===== src/rtl/dmem_port_adapter.sv =====
// dmem_port_adapter: registers one load/store request from the issue FSM,
// pulses the data-memory port masks for one cycle, formats load data, and
// drains in-flight accesses across a pipeline flush.
module dmem_port_adapter (
  input  logic        clk,
  input  logic        rst,
  input  logic        move_flush,
  input  logic        rqst_valid,
  input  logic        rqst_we,
  input  logic [31:0] rqst_addr,
  input  logic [2:0]  rqst_funct3,
  input  logic [31:0] rqst_wdata,
  output logic        dmem_resp,
  output logic [31:0] load_data,
  output logic [31:0] mem_addr,
  output logic [3:0]  mem_rmask,
  output logic [3:0]  mem_wmask,
  output logic [31:0] mem_wdata,
  input  logic [31:0] mem_rdata,
  input  logic        mem_resp
);

  typedef enum logic [2:0] {
    IDLE       = 3'd0,
    ISSUE      = 3'd1,
    WAIT       = 3'd2,
    DRAIN      = 3'd3,
    DRAIN_PEND = 3'd4
  } state_t;

  state_t      state;

  logic        req_we;
  logic [31:0] req_addr;
  logic [2:0]  req_funct3;
  logic [31:0] req_wdata;

  logic        pend_we;
  logic [31:0] pend_addr;
  logic [2:0]  pend_funct3;
  logic [31:0] pend_wdata;

  logic        start_issue;
  logic        src_we;
  logic [31:0] src_addr;
  logic [2:0]  src_funct3;
  logic [31:0] src_wdata;

  logic [31:0] rdata_shifted;
  logic [31:0] rdata_fmt;

  function automatic logic [3:0] byte_mask(input logic [2:0] f3, input logic [1:0] b);
    logic [3:0] m;
    case (f3[1:0])
      2'b00:   m = 4'b0001 << b;
      2'b01:   m = 4'b0011 << b;
      2'b10:   m = 4'b1111;
      default: m = 4'b0000;
    endcase
    return m;
  endfunction

  // Decide whether a new access issues next cycle and where it comes from
  // (direct request, or the request parked during a drain).
  always_comb begin
    start_issue = 1'b0;
    case (state)
      IDLE:       start_issue = rqst_valid && !move_flush;
      DRAIN:      start_issue = !move_flush && mem_resp && rqst_valid;
      DRAIN_PEND: start_issue = !move_flush && mem_resp;
      default:    start_issue = 1'b0;
    endcase
    if (state == DRAIN_PEND) begin
      src_we     = pend_we;
      src_addr   = pend_addr;
      src_funct3 = pend_funct3;
      src_wdata  = pend_wdata;
    end else begin
      src_we     = rqst_we;
      src_addr   = rqst_addr;
      src_funct3 = rqst_funct3;
      src_wdata  = rqst_wdata;
    end
  end

  // Address and store data follow the request register, so they hold until
  // the next issue overwrites it.
  assign mem_addr  = {req_addr[31:2], 2'b00};
  assign mem_wdata = req_wdata << {req_addr[1:0], 3'b000};

  // Completion is combinational with mem_resp; a flush in the same cycle wins.
  assign dmem_resp = ((state == ISSUE) || (state == WAIT)) && mem_resp && !move_flush;

  // Align returned data to the byte lane and extend per funct3.
  always_comb begin
    rdata_shifted = mem_rdata >> {req_addr[1:0], 3'b000};
    case (req_funct3)
      3'b000:  rdata_fmt = {{24{rdata_shifted[7]}}, rdata_shifted[7:0]};
      3'b100:  rdata_fmt = {24'd0, rdata_shifted[7:0]};
      3'b001:  rdata_fmt = {{16{rdata_shifted[15]}}, rdata_shifted[15:0]};
      3'b101:  rdata_fmt = {16'd0, rdata_shifted[15:0]};
      default: rdata_fmt = rdata_shifted;
    endcase
    load_data = (dmem_resp && !req_we) ? rdata_fmt : 32'd0;
  end

  // Transaction FSM with request/pending registers and one-cycle mask pulses.
  always_ff @(posedge clk) begin
    if (rst) begin
      state       <= IDLE;
      req_we      <= 1'b0;
      req_addr    <= 32'd0;
      req_funct3  <= 3'd0;
      req_wdata   <= 32'd0;
      pend_we     <= 1'b0;
      pend_addr   <= 32'd0;
      pend_funct3 <= 3'd0;
      pend_wdata  <= 32'd0;
      mem_rmask   <= 4'd0;
      mem_wmask   <= 4'd0;
    end else begin
      mem_rmask <= 4'd0;
      mem_wmask <= 4'd0;
      if (start_issue) begin
        req_we     <= src_we;
        req_addr   <= src_addr;
        req_funct3 <= src_funct3;
        req_wdata  <= src_wdata;
        if (src_we) mem_wmask <= byte_mask(src_funct3, src_addr[1:0]);
        else        mem_rmask <= byte_mask(src_funct3, src_addr[1:0]);
      end
      case (state)
        IDLE: begin
          if (start_issue) state <= ISSUE;
        end
        ISSUE, WAIT: begin
          if (move_flush)    state <= mem_resp ? IDLE : DRAIN;
          else if (mem_resp) state <= IDLE;
          else               state <= WAIT;
        end
        DRAIN: begin
          if (move_flush) begin
            state <= mem_resp ? IDLE : DRAIN;
          end else if (mem_resp) begin
            state <= start_issue ? ISSUE : IDLE;
          end else if (rqst_valid) begin
            pend_we     <= rqst_we;
            pend_addr   <= rqst_addr;
            pend_funct3 <= rqst_funct3;
            pend_wdata  <= rqst_wdata;
            state       <= DRAIN_PEND;
          end
        end
        DRAIN_PEND: begin
          if (move_flush) begin
            pend_we     <= 1'b0;
            pend_addr   <= 32'd0;
            pend_funct3 <= 3'd0;
            pend_wdata  <= 32'd0;
            state       <= mem_resp ? IDLE : DRAIN;
          end else if (mem_resp) begin
            state <= ISSUE;
          end
        end
        default: state <= IDLE;
      endcase
    end
  end

endmodule

===== config.mk =====
export PLATFORM = sky130hd
export DESIGN_NAME = dmem_port_adapter
export DESIGN_NICKNAME = d
export VERILOG_FILES = /design/src/rtl/dmem_port_adapter.sv
export SDC_FILE = /design/constraint.sdc
export NUM_CORES = 1
export LEC_CHECK = 0
export ABC_AREA = 1
export BUFFER_PORTS_ARGS = -buffer_cell sky130_fd_sc_hd__buf_4
export CAP_MARGIN = 20
export CORE_MARGIN = 2
export CORE_UTILIZATION = 40
export DETAILED_ROUTE_END_ITERATION = 7
export HOLD_SLACK_MARGIN = 0.12
export PLACE_DENSITY = 0.71
export SYNTH_ARGS = -nofsm -noshare
export SYNTH_HDL_FRONTEND = slang
export SYNTH_SLANG_ARGS = --single-unit

===== constraint.sdc =====
create_clock -name clk -period 3.1 [get_ports clk]
set_input_delay 0.62 -clock clk [delete_from_list [all_inputs] [get_ports clk]]
set_output_delay 0.62 -clock clk [all_outputs]
set_load 0.005 [all_outputs]

After elaboration in Yosys (flattened, before gate mapping). Cells that the tools add are included.

Input bits: 105. Output and inout bits: 105. Register bits after elaboration: 147.

Reduce and logical (&&, ||, !) cells: 18. Muxes and demuxes: 38. Eq/ne operators: 16. Shift-type cells: 4. Bitwise logic cells: 2.

Operators with widths (count): $mux W32 (10); $pmux W32 S2 (2); $pmux W32 S4 (1); $mux W3 (11); $shl A32 B5 Y32 (1); $shr A32 B5 Y32 (1); $pmux W3 S4 (1); $pmux W4 S3 (1); $ne A2 B2 Y1 const B (5); $eq A3 B3 Y1 const B (3); $eq A3 B1 Y1 const B (2); $eq A3 B2 Y1 const B (2); $logic_and A1 B1 Y1 (6); $logic_not A3 Y1 (2); $mux W1 (6); $mux W2 (3); $pmux W3 S2 (1); $reduce_or A3 Y1 (2); $reduce_and A5 Y1 (1); $ne A4 B4 Y1 const B (1); $shl A1 B2 Y4 const A (1); $shl A2 B2 Y4 const A (1); $ne A3 B3 Y1 const B (1); $pmux W1 S3 (1); 10 further kinds (12).

Depth between registers and ports, before layout. Gate-level depths: netlist of run 1.

Depth after elaboration: 8. Mapped depth: 10. Depth with buffers taken out: 9.

Least setup slack after synthesis of run 1. Ideal clock, no wire load.

Kind: input to output. From: input move_flush. To: output load_data[21]. Buffers on the path: 2. Data required time: 2.480 ns. Setup slack: 0.739 ns. Stages: 9. Data arrival time: 1.741 ns. Cell sequence: buf_2 nor2_1 inv_1 nor2_1 nand2_1 inv_1 nand2_1 buf_2 nor2_1.

Cells in the longest elaborated chain, start to end: 4.

RTL lines: start: declaration (line 7) `input logic move_flush,`; $logic_not A1 Y1 (line 92) `assign dmem_resp = ((state == ISSUE) || (state == WAIT)) && mem_resp && !move_flush;`; $logic_and A1 B1 Y1 (line 92); net dmem_resp (line 13) `output logic dmem_resp,`; $logic_and A1 B1 Y1 (line 104) `load_data = (dmem_resp && !req_we) ? rdata_fmt : 32'd0;`; $mux W32 (line 104); end: declaration (line 14) `output logic [31:0] load_data,`.

The timed path passes the listed nets, and every way through them passes these cells.

Final worst setup path of run 1.
From: register req_addr[0]. To: output load_data[19].

Cells in the longest elaborated chain, start to end: 3.

RTL lines: start: declaration (line 34) `logic [31:0] req_addr;`; start signal: assignment (line 126) `req_addr <= src_addr;`; $shr A32 B5 Y32 (line 96) `rdata_shifted = mem_rdata >> {req_addr[1:0], 3'b000};`; $pmux W32 S4 (line 97) `case (req_funct3)`; $mux W32 (line 104).

Every way passes these cells.

==> metrics.md, run 1 <==
| Metric | Value |
|---|---|
| Sequential area share after synthesis | 0.3891 |
| Final Cycle Share | 0.9070 |
| Power density over the cells | approximately 660 nW/µm² |
| Fin nets | between 1000 and 1500 |
| Core area | ~19000 µm² |
| Fin Setup TNS | 0 ns |
| Synthesized netlist cell count | 1098 |
| CP Class | reg2out |
| Gr usage total | 0.2198 |
| Largest net degree at the start of global routing | 71 |
| CP Data Arrival Time | approximately 2.2 ns |
| Unrepaired setup endpoints after global routing | false |
| Initial DRC Count | 538 |
| Rows | 50 |
| Maximum buffer depth of the clock tree | 2 |
| Min cycle time layout | around 2.8 ns |
| Fraction of registers with async set/reset | 0 |
| I/O Buffers | between 200 and 250 |
| Final Setup Violations | 0 |
| Startpoint of the worst hold path | pend_wdata[21] |
| Post-synth cell types | 30 |
| Count leader, synth | nand2_1 |
| Final RePlAce weighted congestion | roughly 0.91 |
| Mapped Area | 7562 µm² |
| Num ports | between 200 and 250 |
| Post-CTS Setup Inserts | 0 |
| Final hold vios | 0 |
| Cell leakage power | between 0.004 and 0.005 µW |
| Top cells by area, synth | dfxtp_1, nand2_1, nand3_1, a21oi_1, o211a_1 |
| Synth Flop Type | dfxtp_1 |
| Post-DRT Antenna Nets | 0 |
| Critical path capture point type | primary output |
| Yosys reg bits | 147 |
| Clock Sinks | roughly 150 |
| Max-Slew Margin vs Limit | 0.3925 |
| Worst-path clk slew | roughly 0.06 ns |
| Initial Utilization | 0.4056 |
| Vias per Instance | about 5.3 |
| Syn_area_per_cell | approximately 6.9 µm² |
| Worst Tran Pin Value | between 0.9 and 1 ns |
| WL met2 | roughly 11000 µm |
| CTS Hold Bufs | 0 |
| Area leader, netlist | dfxtp_1 |
| Clk Latency, worst-skew pair | roughly 0.43 ns |
| Share of cells above drive strength 1 | 0.2159 |
| Initial antenna violation count | 0 |
| Die W | around 140 µm |
| Max layer used | met4 |
| Worst Skew | around 0.0076 ns |
| M1 WL | slightly above 9000 µm |
| H-tree depth | 4 |
| R2R Setup Slk | 0.79 ns |
| Max VDD drop | just under 0.4 mV |
| Final WL | ~22000 µm |
| Clock root buffer | clkbuf_16 |
| Fmax | ~360 MHz |
| Worst hold endpoint | pend_wdata[21] |
| Die area | 20020 µm² |
| CTS tree | done |
| Critical Path Source Type | flop |
| Wire length on met3 | roughly 2000 µm |
| R2R Path Start | state[0] |
| CP required | between 2 and 2.5 ns |
| Die height | roughly 140 µm |
| First-pass GRT wire length | between 30000 and 40000 µm |
| Synth-to-layout area growth | 25.88% |
| Cell types with the highest counts after synthesis | nand2_1, dfxtp_1, nand3_1, a21oi_1, nor2_1 |
| Ant. Diodes | 0 |
| CTS resizes | 0 |
| Reg2Reg Capture Point | req_wdata[7] |
| Status | finished, final reports clean |
| Final Util | 0.5106 |
| Post-DP HPWL | 15230 µm |
| Worst path slowest cell | dfxtp_1 |
| Cell Chain, Critical Path | inv_1 -> nand2_1 -> nand3_1 -> o21a_1 -> nand3_2 -> nand3_1 -> nand2_1 -> nor2_1 -> buf_4 |
| Drt drc | 0 |
| Grt ovf | 0 |
| Max-cap violations | 0 |
| Yosys warnings | 0 |
| Drt pass-1 iters | 5 |
| Post-synth EDFFs | 0 |
| Slew Viols, Final | 0 |
| Vias in the first global route | 6902 |
| Slowest cell delay on critical path | ~0.35 ns |
| CTS Buf Count | 17 |
| CP max FO | 16 |
| Hold depth | 2 |
| Vias | 7763 |
| Cells on worst reg2reg path | 9 |
| Synth top area share | 0.3891 |
| Routed wire per std cell | roughly 15 µm |
| Worst Hold Class | reg2reg |
-- layout by cell type, fill, tap and decap left out --
cell type and count:
clkinv_2 4, clkinvlp_4 4, mux2i_1 5, a311oi_1 7, inv_1 38, nand2_4 2, inv_2 3, o21ai_4 1
dfxtp_2 1, conb_1 2, o211ai_1 3, o211a_1 51, nand3_1 142, o21ai_0 39, clkbuf_8 1, clkinv_1 1
o31ai_1 4, bufinv_16 2, buf_12 1, nor2_2 1, o21bai_1 1, clkbuf_16 17, dfxtp_1 146, clkinv_4 2
o21a_1 1, a21oi_4 1, nor3_1 4, inv_6 1, buf_4 224, o21ai_1 2, nand4_1 1, a22oi_1 6
a21oi_1 133, nor2_1 54, nand2_1 326, nand3_2 1
-- worst max-delay path, delay by kind of cell (launching register included) --
kind	cells	cell delay (ns)
AOI/OAI and AO/OA	1	0.15
buffers and inverters	2	0.28
DFF	1	0.35
and+or+nand+nor	6	0.98
-- power breakdown --
part	total [µW]	leakage, µW	internal [µW]	switching, µW
logic	2000	0.00309	796	1200
clock network	2010	0.000274	1200	812
registers	2310	0.00120	2160	154
-- registers in the layout (all words and copies together) (netlist names) --
signal and flops:
req_funct3 3, mem_wmask 4, pend_wdata 32, pend_addr 32, pend_we 1, req_we 1
pend_funct3 3, req_addr 32, state 3, req_wdata 32, mem_rmask 4
-- per-layer routing --
metal | GRT usage | vias up
li1 | - | 3887
met1 | 0.2667 | 3548
met2 | 0.3615 | 283
met3 | 0.06952 | 45
met4 | 0.09105 | 0
met5 | 0 | -
-- cells by family (layout without fill, tap and decap cells) --
kind of cell | Yosys count | count (layout) | synth area share
other | 1 | 2 | 0.0004959
buffers and inverters | 165 | 298 | 0.1052
muxes | 5 | 5 | 0.006618
AOI/OAI and AO/OA | 249 | 249 | 0.2090
and+or+nand+nor | 531 | 531 | 0.2895
DFF | 147 | 147 | 0.3891
-- how the worst max path moves through the flow --
stage | cells past startpoint | start | endpoint | slack (ns)
final | 9 | req_addr[0] | load_data[19] | 0.29
after floorplan | 9 | move_flush | load_data[21] | 0.74
after detailed placement | 9 | move_flush | load_data[19] | 0.39
after CTS | 9 | req_addr[0] | load_data[19] | 0.29
after global routing | 9 | req_addr[0] | load_data[19] | 0.06
after global placement | 9 | move_flush | load_data[19] | 0.44
-- cell type report --
type | count | area (µm²)
sequential | 147 | 2944
multi-input combinational | 787 | 3847
clock buffer | 18 | 439.2
clock inverter | 13 | 136.4
tap | 234 | 292.8
fill | 1871 | 9124
inverter | 42 | 157.7
timing repair buffer | 225 | 1702
-- per-stage QoR --
step / total power (µW) / hold WS [ns] / setup WS, ns / std cells / area (µm²)
final: 6317 / 0.4588 / 0.2883 / 1466 / 9519
after detailed placement: 4347 / 0.4522 / 0.3870 / 1435 / 8944
after CTS: 6364 / 0.4617 / 0.2867 / 1466 / 9519
after global placement: 4322 / 0.4478 / 0.4388 / 1435 / 8944
after global routing: 6693 / 0.4709 / 0.05710 / 1466 / 9519
after floorplan: 3649 / 0.4391 / 0.7393 / 1099 / 7566
Note: power is estimated with default switching activity, not from simulation.
==> run 2: changes to the inputs <==
Settings changed: CORE_MARGIN 2 to default.
Clock period 3.1 ns to 3.35 ns, I/O delays scaled along.
==> run 2 against run 1 <==
Effect of this change:
- register-to-register slack better by 0.15 ns
- sequential power down 7%
- worst setup slack worse by 0.023 ns
- total power down 7.2%
- sequential share of layout area about the same
==> metrics.md, run 2 (synthesis results as in run 1) <==
| Metric | Value |
|---|---|
| Fin Setup TNS | 0 ns (unchanged) |
| Clock Sinks | 147 (unchanged) |
| Gr usage total | 0.2267 (+0.006889) |
| Status | finished, final reports clean |
| Vias per Instance | 5.298 (about the same) |
| Die area | 19460 µm² (-2.8%) |
| Power consumption | 5861 µW (-7.2%) |
| Unrepaired setup endpoints after global routing | false |
| Switching Share | 0.3342 (-0.008632) |
| Comb pwr share | 0.312 (-0.004) |
| Power density over the cells | 616.1 nW/µm² (-7.2%) |
| Num ports | 210 (unchanged) |
| Vias in the first global route | 7024 (+1.8%) |
| Core area | 18270 µm² (-2.0%) |
| Seq pwr share | 0.365 (about the same) |
| Cell leakage power | 0.004550 µW (-0.22%) |
| Ant. Diodes | 0 (unchanged) |
| CP max FO | 16 (unchanged) |
| Vias | 7735 (-0.36%) |
| Die height | 139.5 µm (-1.4%) |
| Post-DP HPWL | 14560 µm (-4.4%) |
| Worst Tran Pin Value | 1.067 ns (+0.1589 ns) |
| Clk Latency, worst-skew pair | 0.42 ns (about the same) |
| Max VDD drop | 0.3602 mV (-7.6%) |
| Net Sw Power | 1959 µW (-9.6%) |
| Worst Hold Class | reg2reg |
| Family with the most delay on the worst path | simple AND/OR/NAND/NOR gates |
| Worst path bufs/invs | 2 (unchanged) |
| Grt ovf | 0 (unchanged) |
| CP Data Arrival Time | 2.41 ns (+0.22 ns) |
| Post-CTS Setup Inserts | 0 (unchanged) |
| CTS Buf Count | 17 (unchanged) |
| Initial Utilization | 0.4139 (+0.008278) |
| Most common cell after layout, fill and taps aside | nand2_1 |
| Slew Viols, Final | 0 (unchanged) |
| CP required | 2.68 ns (+0.20 ns) |
| Int Pwr | 3903 µW (-6.0%) |
| Final Setup Violations | 0 (unchanged) |
| CTS Hold Bufs | 0 (unchanged) |
| Max-cap violations | 0 (unchanged) |
| CTS resizes | 0 (unchanged) |
| Slowest cell delay on critical path | 0.42 ns (+0.07 ns) |
| Maximum buffer depth of the clock tree | 2 (unchanged) |
| Critical Path Source Type | flop |
| Fmax | 324.2 MHz |
| Synth-to-layout area growth | 25.81% (about the same) |
| Post-DRT Antenna Nets | 0 (unchanged) |
| CP Class | reg2out |
| Final WL | 21880 µm (-2.7%) |
| Final hold vios | 0 (unchanged) |
| Initial antenna violation count | 0 (unchanged) |
| Largest net degree at the start of global routing | 80 (+13%) |
| I/O Buffers | 207 (unchanged) |
| CP most frequent cell | nand2_1 |
| Worst path slowest cell | nand2_1 |
| Clock Power Share | 0.323 (+0.005) |
| Initial DRC Count | 616 (+14%) |
| Drt pass-1 iters | 5 (unchanged) |
| Die W | 139.5 µm (-1.4%) |
| Commonest non-fill, non-tap cells in the layout | nand2_1, buf_4, dfxtp_1, nand3_1, a21oi_1 |
| First-pass GRT wire length | 35430 µm (+0.49%) |
| H-tree depth | 4 (unchanged) |
| Drt drc | 0 (unchanged) |
| Share of cells above drive strength 1 | 0.2128 (-0.003074) |
| Final Cycle Share | 0.9208 |
| Routed wire per std cell | 14.98 µm (-2.3%) |
| Worst-path clk slew | 0.06 ns (about the same) |
| Clock root buffer | clkbuf_16 |
| Fin nets | 1323 (-0.15%) |
| Rows | 49 (-2.0%) |
| Min cycle time layout | approximately 3.1 ns |
| CTS tree | done |
| Critical path capture point type | primary output |
| Max-Slew Margin vs Limit | 0.2861 (-0.1063) |
| Worst Skew | 0.009952 ns (+0.002322 ns) |
| Cell Chain, Critical Path | clkinv_1 -> nand2_1 -> nand2_1 -> o21a_1 -> nand3_2 -> nand3_1 -> nand2_1 -> nor2_1 -> buf_4 |
| Final RePlAce weighted congestion | 0.8864 (-2.7%) |
-- run 2: power groups by stage --
stage / logic, µW / registers (µW) / clock network, µW
6_report: 1830 / 2140 / 1900
5_1_grt: 2040 / 2170 / 2000
4_1_cts: 1830 / 2140 / 1920
3_5_place_dp: 1830 / 2170 / 0
3_3_place_gp: 1810 / 2170 / 0
2_1_floorplan: 1250 / 2130 / 0
-- run 2: stage by stage --
| step | area (µm²) | util | hold WS [ns] | cells | setup slack [ns] |
|---|---|---|---|---|---|
| final | 9514 | 0.5208 | 0.4572 | 1460 | 0.2655 |
| after global routing | 9514 | 0.5208 | 0.4742 | 1460 | 0.05694 |
| after CTS | 9514 | 0.5208 | 0.4610 | 1460 | 0.2676 |
| after detailed placement | 8922 | 0.4884 | 0.4520 | 1428 | 0.5596 |
| after global placement | 8922 | 0.4884 | 0.4481 | 1428 | 0.6143 |
| after floorplan | 7566 | - | 0.4391 | 1099 | 0.8893 |
-- run 2: cell type report --
cell class | instances | area, µm²
Clock buffer | 24 | 491.7
Multi-Input combinational cell | 787 | 3847
Timing Repair Buffer | 223 | 1687
Sequential cell | 147 | 2944
Clock inverter | 8 | 100.1
Fill cell | 1811 | 8756
Inverter | 42 | 157.7
Tap cell | 229 | 286.5
-- run 2: path summary, 6_finish.rpt --
check / from / slack [ns] / to / cells after the start
worst max-delay path: req_addr[0] / 0.27 / load_data[18] / 9
worst min-delay path: pend_addr[5] / 0.46 / pend_addr[5] / 2
worst max register to register: state[0] / 0.94 / pend_addr[9] / 6
worst min register to register: pend_addr[5] / 0.46 / pend_addr[5] / 2
-- run 2: worst reg2reg max path, stage by stage, from the launching register on --
cell and delay [ns]:
dfxtp_1 0.34, nor2_2 0.23, nand2_4 0.27, o21ai_4 0.91, buf_4 0.38, nand2_1 0.09
a21oi_1 0.13
-- run 2: per-layer routing --
layer / routed length [µm] / GRT usage / up-vias
met3: 1953 / 0.06779 / 29
met2: 10430 / 0.3827 / 268
met1: 9132 / 0.2762 / 3563
met5: 0 / 0 / -
li1: - / - / 3875
met4: 365 / 0.06959 / 0
==> run 3: changes to the inputs <==
--- a/config.mk
+++ b/config.mk
@@ -10,4 +10,5 @@
 export CAP_MARGIN = 20
 export CORE_UTILIZATION = 40
+export CTS_BUF_LIST = sky130_fd_sc_hd__clkbuf_16
 export DETAILED_ROUTE_END_ITERATION = 7
 export HOLD_SLACK_MARGIN = 0.12
==> constraint.sdc (replaced) <==
create_clock -name clk -period 3.35 [get_ports clk]
set_input_delay 0.67 -clock clk [delete_from_list [all_inputs] [get_ports clk]]
set_output_delay 0.67 -clock clk [all_outputs]
set_load 0.1 [all_outputs]
==> run 3 against run 2 <==
Effect of this change:
- hold slack gained 0.0017 ns
- maximum frequency grew 1.2%
- register-to-register slack gained 0.03 ns
- clock power shrank 3%
- highest routed layer unchanged
==> metrics.md, run 3 (synthesis results as in run 1) <==
| Metric | Value |
|---|---|
| Clk Latency, worst-skew pair | 0.42 ns (about the same) |
| Drt drc | 0 (unchanged) |
| Vias | 7686 (-0.63%) |
| Power density over the cells | 746.4 nW/µm² (+21%) |
| Status | finished, final reports clean |
| Final Setup Violations | 0 (unchanged) |
| Vias per Instance | 5.264 (-0.63%) |
| Drt pass-1 iters | 5 (unchanged) |
| Vias in the first global route | 6813 (-3.0%) |
| Final Util | 0.5415 (+0.02075) |
| Critical path capture point type | primary output |
| Max-Slew Margin vs Limit | 0.4498 (+0.1636) |
| Initial DRC Count | 623 (+1.1%) |
| Initial Utilization | 0.4139 (unchanged) |
| Rows | 49 (unchanged) |
| H-tree depth | 4 (unchanged) |
| Most Used Layer, Global Route | met2 |
| Worst-path clk slew | 0.06 ns (about the same) |
| Die height | 139.5 µm (unchanged) |
| First-pass GRT wire length | 35550 µm (+0.33%) |
| Reg area | 2945 µm² (about the same) |
| Met1 GRT Util | 0.2955 (+0.01930) |
| Comb pwr share | 0.459 (+0.147) |
| Initial antenna violation count | 1 (+1) |
| Crit. Startpoint | state[0] |
| Post-CTS Setup Inserts | 0 (unchanged) |
| Clock Sinks | 147 (unchanged) |
| Net Sw Power | 3516 µW (+80%) |
| Final RePlAce weighted congestion | 0.8385 (-5.4%) |
| Max-cap violations | 0 (unchanged) |
| Clock Power Share | 0.249 (-0.074) |
| Seq pwr share | 0.292 (-0.073) |
| Int Pwr | 3869 µW (-0.87%) |
| Die area | 19460 µm² (unchanged) |
| Min cycle time layout | 3.049 ns (-0.03511 ns) |
| Slew Viols, Final | 0 (unchanged) |
| CTS Buf Count | 17 (unchanged) |
| R2R Path Start | state[0] |
| Share of cells above drive strength 1 | 0.2455 (+0.03269) |
| Power consumption | 7385 µW (+26%) |
| I/O Buffers | 207 (unchanged) |
| Fin nets | 1322 (-0.076%) |
| CP max FO | 17 (+1) |
| Grt ovf | 0 (unchanged) |
| Placement-stage cell area | 9321 µm² (+4.5%) |
| CTS Hold Bufs | 0 (unchanged) |
| Worst Skew | 0.009125 ns (-0.0008265 ns) |
| CTS tree | done |
| Switching Share | 0.4761 (+0.1419) |
| CP required | 2.68 ns (about the same) |
| CP Data Arrival Time | 2.38 ns (-0.03 ns) |
| Post-DP HPWL | 14930 µm (+2.6%) |
| Worst Hold Class | reg2reg |
| Routed wire per std cell | 15.41 µm (+2.9%) |
| Synth-to-layout area growth | 30.82% |
| Multi-input logic area | 4228 µm² (+9.9%) |
| Fmax | 327.9 MHz (+1.2%) |
| GR Util met3 | 0.06056 (-0.007226) |
| Cell leakage power | 0.004582 µW (+0.71%) |
| Post-route cell area | 9893 µm² (+4.0%) |
| Fillers | 1753 (-3.2%) |
| Largest net degree at the start of global routing | 85 (+6.3%) |
| Worst Tran Pin Value | 0.8253 ns (-0.2414 ns) |
| Commonest non-fill, non-tap cells in the layout | nand2_1, buf_4, dfxtp_1, nand3_1, a21oi_1 |
| Final WL | 22500 µm (+2.9%) |
| Post-DRT Antenna Nets | 0 (unchanged) |
| Max VDD drop | 0.5008 mV (+39%) |
| Gr usage total | 0.2278 (+0.001084) |
| Met2 Track Usage GR | 0.3629 (-0.01984) |
| Die W | 139.5 µm (unchanged) |
| Clock root buffer | clkbuf_16 |
| Final Cycle Share | 0.9103 (-0.01048) |
| Unrepaired setup endpoints after global routing | false |
| Final hold vios | 0 (unchanged) |
| Most common cell after layout, fill and taps aside | nand2_1 |
| Startpoint of the worst hold path | pend_wdata[30] |
| Num ports | 210 (unchanged) |
| CP Class | reg2out |
| Core area | 18270 µm² (unchanged) |
| CTS resizes | 0 (unchanged) |
| Hold Slack | 0.4590 ns (+0.001746 ns) |
| Critical Path Source Type | flop |
| Maximum buffer depth of the clock tree | 2 (unchanged) |
[run 3: cell count changes in the layout (fill, tap and decap cells not counted), sizes merged]
cell,before,now
inv,40,42
buf,223,222
clkbuf,24,17
diode,0,1
clkinvlp,4,2
clkinv,4,11
[run 3: worst paths after layout]
kind / cells past startpoint / slack (ns) / end
hold / removal: 2 / 0.46 / pend_wdata[30]
setup reg to reg: 8 / 0.97 / mem_wmask[3]
setup / recovery: 10 / 0.30 / load_data[21]
hold reg to reg: 2 / 0.46 / pend_wdata[30]
[run 3: power groups by stage]
stage / Sequential (µW) / Clock [µW] / Combinational, µW
6_report: 2160 / 1840 / 3390
3_5_place_dp: 2190 / 0 / 3390
3_3_place_gp: 2180 / 0 / 3370
4_1_cts: 2150 / 1870 / 3400
2_1_floorplan: 2150 / 0 / 2780
5_1_grt: 2180 / 1940 / 3590
[run 3: area by class of cell]
type,count,area share
Timing Repair Buffer,222,0.1723
Sequential cell,147,0.2977
Clock inverter,15,0.01454
Inverter,42,0.01594
Multi-Input combinational cell,787,0.4273
Antenna cell,1,0.0002529
Tap cell,229,0.02896
Clock buffer,17,0.04300
[run 3: per-layer routing]
layer	share of wire	wire length (µm)
met1	0.44	9918
met2	0.47	10590
met3	0.065	1456
met4	0.024	539
met5	0	0
[run 3: worst max-delay path, stage by stage (launching register included)]
cell and delay (ns):
dfxtp_1 0.39, inv_1 0.05, nand2_1 0.07, nand3_1 0.15
nor2_4 0.17, nand2_4 0.27, inv_1 0.17, nand2_2 0.08
buf_12 0.18, nor2_4 0.11, buf_4 0.29
[run 3: metrics by stage]
stage / instances / worst slack, ns / TNS, ns
6_report: 1460 / 0.3006 / 0
5_1_grt: 1459 / 0.1528 / 0
4_1_cts: 1459 / 0.2850 / 0
3_5_place_dp: 1427 / 0.4229 / 0
3_3_place_gp: 1427 / 0.4487 / 0
2_1_floorplan: 1099 / -0.4165 / -1.722
